==> config.mk <==
export PLATFORM = sky130hd
export DESIGN_NAME = mul_div_controller
export DESIGN_NICKNAME = d
export VERILOG_FILES = /design/src/rtl/mul_div_controller.sv
export SDC_FILE = /design/constraint.sdc
export NUM_CORES = 1
export LEC_CHECK = 0
export ABC_AREA = 1
export CAP_MARGIN = 25
export CORE_MARGIN = 2
export CORE_UTILIZATION = 45
export CTS_BUF_LIST = sky130_fd_sc_hd__clkbuf_4
export DETAILED_ROUTE_END_ITERATION = 8
export SLEW_MARGIN = 20
export SYNTH_ARGS = -nofsm -noshare
export SYNTH_HDL_FRONTEND = slang
export SYNTH_SLANG_ARGS = --single-unit
==> constraint.sdc <==
create_clock -name CLK -period 11.9 [get_ports CLK]
set_input_delay 2.975 -clock CLK [delete_from_list [all_inputs] [get_ports CLK]]
set_output_delay 2.975 -clock CLK [all_outputs]
set_load 0.03 [all_outputs]
==> src/rtl/mul_div_controller.sv <==
// Iterative RV32M multiply/divide unit: 32-cycle shift-add multiply and restoring divide,
// with sign handling at operand latch and a final fixup cycle that negates and selects the result.
module mul_div_controller (
  input  logic        CLK,
  input  logic        RESET,
  input  logic        START,
  input  logic [2:0]  MDU_OP,
  input  logic [31:0] DATA1,
  input  logic [31:0] DATA2,
  output logic [31:0] RESULT,
  output logic        BUSY,
  output logic        DONE
);

  typedef enum logic [1:0] {
    IDLE     = 2'd0,
    MUL_ITER = 2'd1,
    DIV_ITER = 2'd2,
    FIXUP    = 2'd3
  } state_e;

  state_e      state_q, state_d;
  logic [2:0]  op_q, op_d;
  logic [31:0] b_q, b_d;
  logic [63:0] acc_q, acc_d;
  logic [5:0]  cnt_q, cnt_d;
  logic        neg_q, neg_d;
  logic        special_q, special_d;
  logic        hold_q, hold_d;
  logic [31:0] spec_val_q, spec_val_d;
  logic [31:0] result_q, result_d;
  logic        busy_q, busy_d;
  logic        done_q, done_d;

  logic        accept_s, sgn1_s, sgn2_s, neg1_s, neg2_s;
  logic        is_rem_s, div_zero_s, ovf_s, special_s;
  logic [31:0] mag1_s, mag2_s, spec_val_s, div_sel_s, fix_val_s;
  logic [32:0] mul_sum_s, rem_sh_s, diff_s;
  logic [63:0] mul_step_s, div_step_s, prod_s;

  assign accept_s   = (state_q == IDLE) && START;
  assign sgn1_s     = (MDU_OP != 3'b011) && (MDU_OP != 3'b101) && (MDU_OP != 3'b111);
  assign sgn2_s     = (MDU_OP == 3'b000) || (MDU_OP == 3'b001) || (MDU_OP == 3'b100) || (MDU_OP == 3'b110);
  assign neg1_s     = sgn1_s && DATA1[31];
  assign neg2_s     = sgn2_s && DATA2[31];
  assign mag1_s     = neg1_s ? (32'd0 - DATA1) : DATA1;
  assign mag2_s     = neg2_s ? (32'd0 - DATA2) : DATA2;
  assign is_rem_s   = MDU_OP[1];
  assign div_zero_s = (DATA2 == 32'd0);
  assign ovf_s      = ((MDU_OP == 3'b100) || (MDU_OP == 3'b110)) &&
                      (DATA1 == 32'h8000_0000) && (DATA2 == 32'hFFFF_FFFF);
  assign special_s  = MDU_OP[2] && (div_zero_s || ovf_s);
  assign spec_val_s = div_zero_s ? (is_rem_s ? DATA1 : 32'hFFFF_FFFF)
                                 : (is_rem_s ? 32'h0000_0000 : 32'h8000_0000);

  // Multiply keeps {partial product, remaining multiplier bits}; divide keeps {remainder, quotient}.
  assign mul_sum_s  = {1'b0, acc_q[63:32]} + (acc_q[0] ? {1'b0, b_q} : 33'd0);
  assign mul_step_s = {mul_sum_s, acc_q[31:1]};
  assign rem_sh_s   = {acc_q[63:32], acc_q[31]};
  assign diff_s     = rem_sh_s - {1'b0, b_q};
  assign div_step_s = diff_s[32] ? {rem_sh_s[31:0], acc_q[30:0], 1'b0}
                                 : {diff_s[31:0],   acc_q[30:0], 1'b1};

  assign prod_s    = neg_q ? (64'd0 - acc_q) : acc_q;
  assign div_sel_s = op_q[1] ? acc_q[63:32] : acc_q[31:0];
  assign fix_val_s = special_q ? spec_val_q :
                     op_q[2]   ? (neg_q ? (32'd0 - div_sel_s) : div_sel_s) :
                     (op_q == 3'b000) ? prod_s[31:0] : prod_s[63:32];

  // State and all registered outputs/datapath
  always_ff @(posedge CLK or posedge RESET) begin
    if (RESET) begin
      state_q    <= IDLE;
      op_q       <= 3'd0;
      b_q        <= 32'd0;
      acc_q      <= 64'd0;
      cnt_q      <= 6'd0;
      neg_q      <= 1'b0;
      special_q  <= 1'b0;
      hold_q     <= 1'b0;
      spec_val_q <= 32'd0;
      result_q   <= 32'd0;
      busy_q     <= 1'b0;
      done_q     <= 1'b0;
    end else begin
      state_q    <= state_d;
      op_q       <= op_d;
      b_q        <= b_d;
      acc_q      <= acc_d;
      cnt_q      <= cnt_d;
      neg_q      <= neg_d;
      special_q  <= special_d;
      hold_q     <= hold_d;
      spec_val_q <= spec_val_d;
      result_q   <= result_d;
      busy_q     <= busy_d;
      done_q     <= done_d;
    end
  end

  // Next-state logic; special divides linger one extra FIXUP cycle for a fixed k+2 latency
  always_comb begin
    state_d = state_q;
    case (state_q)
      IDLE: begin
        if (accept_s) begin
          if (special_s)      state_d = FIXUP;
          else if (MDU_OP[2]) state_d = DIV_ITER;
          else                state_d = MUL_ITER;
        end else begin
          state_d = IDLE;
        end
      end
      MUL_ITER, DIV_ITER: begin
        if (cnt_q == 6'd32) state_d = FIXUP;
        else                state_d = state_q;
      end
      FIXUP: begin
        if (hold_q) state_d = FIXUP;
        else        state_d = IDLE;
      end
      default: state_d = IDLE;
    endcase
  end

  always_comb begin
    op_d       = op_q;
    b_d        = b_q;
    acc_d      = acc_q;
    cnt_d      = cnt_q;
    neg_d      = neg_q;
    special_d  = special_q;
    hold_d     = hold_q;
    spec_val_d = spec_val_q;
    case (state_q)
      IDLE: begin
        if (accept_s) begin
          op_d       = MDU_OP;
          b_d        = mag2_s;
          acc_d      = {32'd0, mag1_s};
          cnt_d      = 6'd0;
          neg_d      = (MDU_OP[2] && is_rem_s) ? neg1_s : (neg1_s ^ neg2_s);
          special_d  = special_s;
          hold_d     = special_s;
          spec_val_d = spec_val_s;
        end else begin
          cnt_d = cnt_q;
        end
      end
      MUL_ITER: begin
        if (cnt_q != 6'd32) begin
          acc_d = mul_step_s;
          cnt_d = cnt_q + 6'd1;
        end else begin
          cnt_d = cnt_q;
        end
      end
      DIV_ITER: begin
        if (cnt_q != 6'd32) begin
          acc_d = div_step_s;
          cnt_d = cnt_q + 6'd1;
        end else begin
          cnt_d = cnt_q;
        end
      end
      FIXUP:   hold_d = 1'b0;
      default: hold_d = 1'b0;
    endcase
  end

  // Output logic: RESULT and DONE update on the FIXUP -> IDLE edge
  always_comb begin
    result_d = result_q;
    done_d   = 1'b0;
    busy_d   = (state_d != IDLE);
    if ((state_q == FIXUP) && (state_d == IDLE)) begin
      result_d = fix_val_s;
      done_d   = 1'b1;
    end else begin
      done_d   = 1'b0;
    end
  end

  assign RESULT = result_q;
  assign BUSY   = busy_q;
  assign DONE   = done_q;

endmodule

==> metrics.txt <==
Clock Latency Late Sink=0.78 ns; final worst slack=6.64 ns; DRT iter0 DRCs=2911; register area share after synthesis=23.1%; Slew headroom=36.4%; Num CTS Buffers=17; starting density of the core=45.5%; fraction of layout cells with a size suffix above 1=3.57%; clock sinks=176; R2R Setup Slk=7.96 ns; CTS clock-pin slew for the worst setup and hold paths=0.16 ns; Final Hold Fails=0; DIE WIDTH=210 um; WL/cell=21.8 um; Worst Path Max Fanout=97; actual slew at the worst max-slew pin=0.954 ns; # IOs=104; vias post-DR=22600; nets@finish=3491; Crit path max-delay family=buffers and inverters; Max VDD drop=0.000117 V; Synth Net Count=3468; Via-to-Cell Ratio=5.79; buffers added on ports=103; WS Path Type=in2reg; CP max-delay cell=buf_4; commonest non-fill, non-tap cells in the layout=1185 x nand2_1, 372 x inv_1, 344 x nor2_1, 309 x nand3_1, 221 x o21ai_0; R2R cell count=17; PwrDens=147 nW/um^2; Setup WS pre-CTS=5.47 ns; fmax=190 MHz; Top FF cell, synth=dfrtp_1; Yosys reg bits=176; library cells used by synthesis=51; global route overflow=0; RSZ-0062 raised after global routing=no; Setup TNS=0 ns; hpwl dp=67900 um; startpoint types=primary input; synth warn=0; status=complete, no violations; Layout Skew=0.0222 ns; die height=210 um; core footprint=41900 um^2; H-Tree Depth=4; GPL Wtd Cong=1.07; Leakage=10.9 nW; Critical Path AT=5.94 ns; most frequent CP cell=nand2_1; Hold EP=RESULT[10]$_DFFE_PP0P_; Total Wirelength=84800 um; DRC viols=0; syn_area_per_cell=5.73 um^2; min-delay src=RESULT[10]$_DFFE_PP0P_; Hold Path Class=reg2reg; Post-synth EDFFs=0; Max Cap Viol=0; Worst setup EP type=flop; Die ar.=43900 um^2; Root Buffer=clkbuf_4; Std-Cell Rows=75; fraction of registers with async set/reset=100%; total track usage=38.7%; CP peak stage delay=0.69 ns; Area growth syn-to-layout=8.39%; # hold bufs at CTS=0; Final min period=5.26 ns; CP Data Required Time=12.57 ns; CTS tree=built; vias in the first global route=20900; CP Cell Sequence=clkdlybuf4s50_1 > nand2_2 > buf_4 > inv_2 > nand2_1 > nand4_2 > buf_16 > nand2_1 > nand2_1; hold depth=2; mapped cell area=19000 um^2; Setup Buffers After CTS=0; Worst R2R Start=acc_q[31]$_DFFE_PP0P_; CTS Buffer Depth=2; first-pass GRT wire length=127000 um; pin count of the biggest net entering global routing=105; fin crit share=44.2%; initial antenna violation count=3; max-slew violations=0; reg-to-reg critical path endpoint=acc_q[47]$_DFFE_PP0P_; endpoints failing setup=0; TritonRoute pass-1 iters=5; Detail Route Antenna Nets=0; CP bufs+invs=4; Post-Synthesis Cells=3321; CTS resizes=0; most common cell after layout, fill and taps aside=nand2_1
metrics by stage:
stage | instance area (um^2) | hold WS, ns | util [%] | std cells | total power, mW
2_1_floorplan | 19000 | 0.452 | - | 3321 | 1.96
3_3_place_gp | 20300 | 0.467 | 48.5 | 3862 | 2.58
3_5_place_dp | 20300 | 0.464 | 48.5 | 3862 | 2.60
4_1_cts | 20600 | 0.502 | 49.1 | 3894 | 2.96
5_1_grt | 20600 | 0.520 | 49.3 | 3898 | 3.21
6_report | 20600 | 0.498 | 49.3 | 3899 | 3.02
cell usage after synthesis, types with 2 or more instances:
cell         n  share of area (%)
a21o_1       7               0.28
a21oi_1    171                4.5
a21oi_2      3               0.14
a22oi_1     28                1.1
a31oi_1      8               0.26
and2_1       5               0.16
buf_1       14               0.28
buf_2       24               0.63
buf_4        5               0.20
buf_6        9               0.53
clkbuf_1    65                1.3
clkinv_1     3              0.059
dfrtp_1    176                 23
fa_1         2               0.21
ha_1        75                4.9
inv_1      373                7.4
inv_2        4              0.079
nand2_1   1187                 23
nand2_2     28               0.92
nand3_1    309                8.1
nand3b_1    17               0.67
nand4_1     29               0.95
nor2_1     346                6.8
nor2_2      12               0.39
nor2_4       2               0.12
nor3_1      22               0.58
nor3_2       2               0.11
nor4_1       7               0.23
o211ai_1    22               0.87
o21a_1       4               0.16
o21ai_0    221                5.8
o21ai_1     15               0.39
o21bai_1    10               0.39
o22ai_1     29               0.95
o31ai_1      4               0.16
or2_2       10               0.33
xnor2_1     25                1.2
xor2_1      35                1.6
state kept, by name (all words and copies together) (netlist names):
register,flops
spec_val_q,32
b_q,32
RESULT,32
DONE,1
hold_q,1
BUSY,1
op_q,3
cnt_q,6
special_q,1
state_q,2
neg_q,1
acc_q,64
area by class of cell:
class / count / area [um^2]
Fill cell: 4521 / 21200
Multi-Input combinational cell: 2646 / 12600
Sequential cell: 176 / 4410
Inverter: 381 / 1440
Timing Repair Buffer: 122 / 1210
Tap cell: 539 / 674
Clock buffer: 17 / 128
Clock inverter: 15 / 125
Antenna cell: 3 / 7.51
tightest hold or removal path, stage by stage, from the launching register on:
cell	delay, ns
dfrtp_1	0.37
nand2_1	0.05
nand2_1	0.06
worst max path at each step:
| stage | start | cells past startpoint | to | slack [ns] |
|---|---|---|---|---|
| finish | START | 9 | RESULT[0]$_DFFE_PP0P_ | 6.64 |
| global route | START | 9 | RESULT[28]$_DFFE_PP0P_ | 6.48 |
| CTS | START | 7 | RESULT[1]$_DFFE_PP0P_ | 6.30 |
| detailed placement | START | 7 | RESULT[1]$_DFFE_PP0P_ | 5.47 |
| global placement | START | 7 | RESULT[4]$_DFFE_PP0P_ | 5.59 |
| floorplan | RESET | 1 | BUSY$_DFF_PP0_ | 4.15 |
per-layer routing:
metal | GRT usage (%) | part of all wire [%] | vias to the layer above
li1 | - | - | 10700
met1 | 55.7 | 44 | 10400
met2 | 53.5 | 39 | 1281
met3 | 11.1 | 12 | 168
met4 | 16.8 | 4.7 | 0
met5 | 0 | 0 | -
cell families (layout without fill, tap and decap cells):
| kind of cell | Yosys count | after routing | share of synthesized area (%) |
|---|---|---|---|
| xor gates and xnor gates | 60 | 60 | 2.76 |
| adders and majority gates | 77 | 77 | 5.14 |
| and+or+nand+nor | 1982 | 1982 | 43.1 |
| DFF | 176 | 176 | 23.1 |
| AOI/OAI and AO/OA | 527 | 527 | 15.2 |
| other | 0 | 3 | 0 |
| buffers and inverters | 499 | 535 | 10.6 |
power breakdown:
part | leakage, nW | internal, mW | switching (mW)
registers | 2.29 | 0.715 | 0.175
clock network | 0.142 | 0.0902 | 0.271
logic | 8.43 | 0.531 | 1.24
total | 10.9 | 1.34 | 1.69
(Power assumes the default switching activity.)
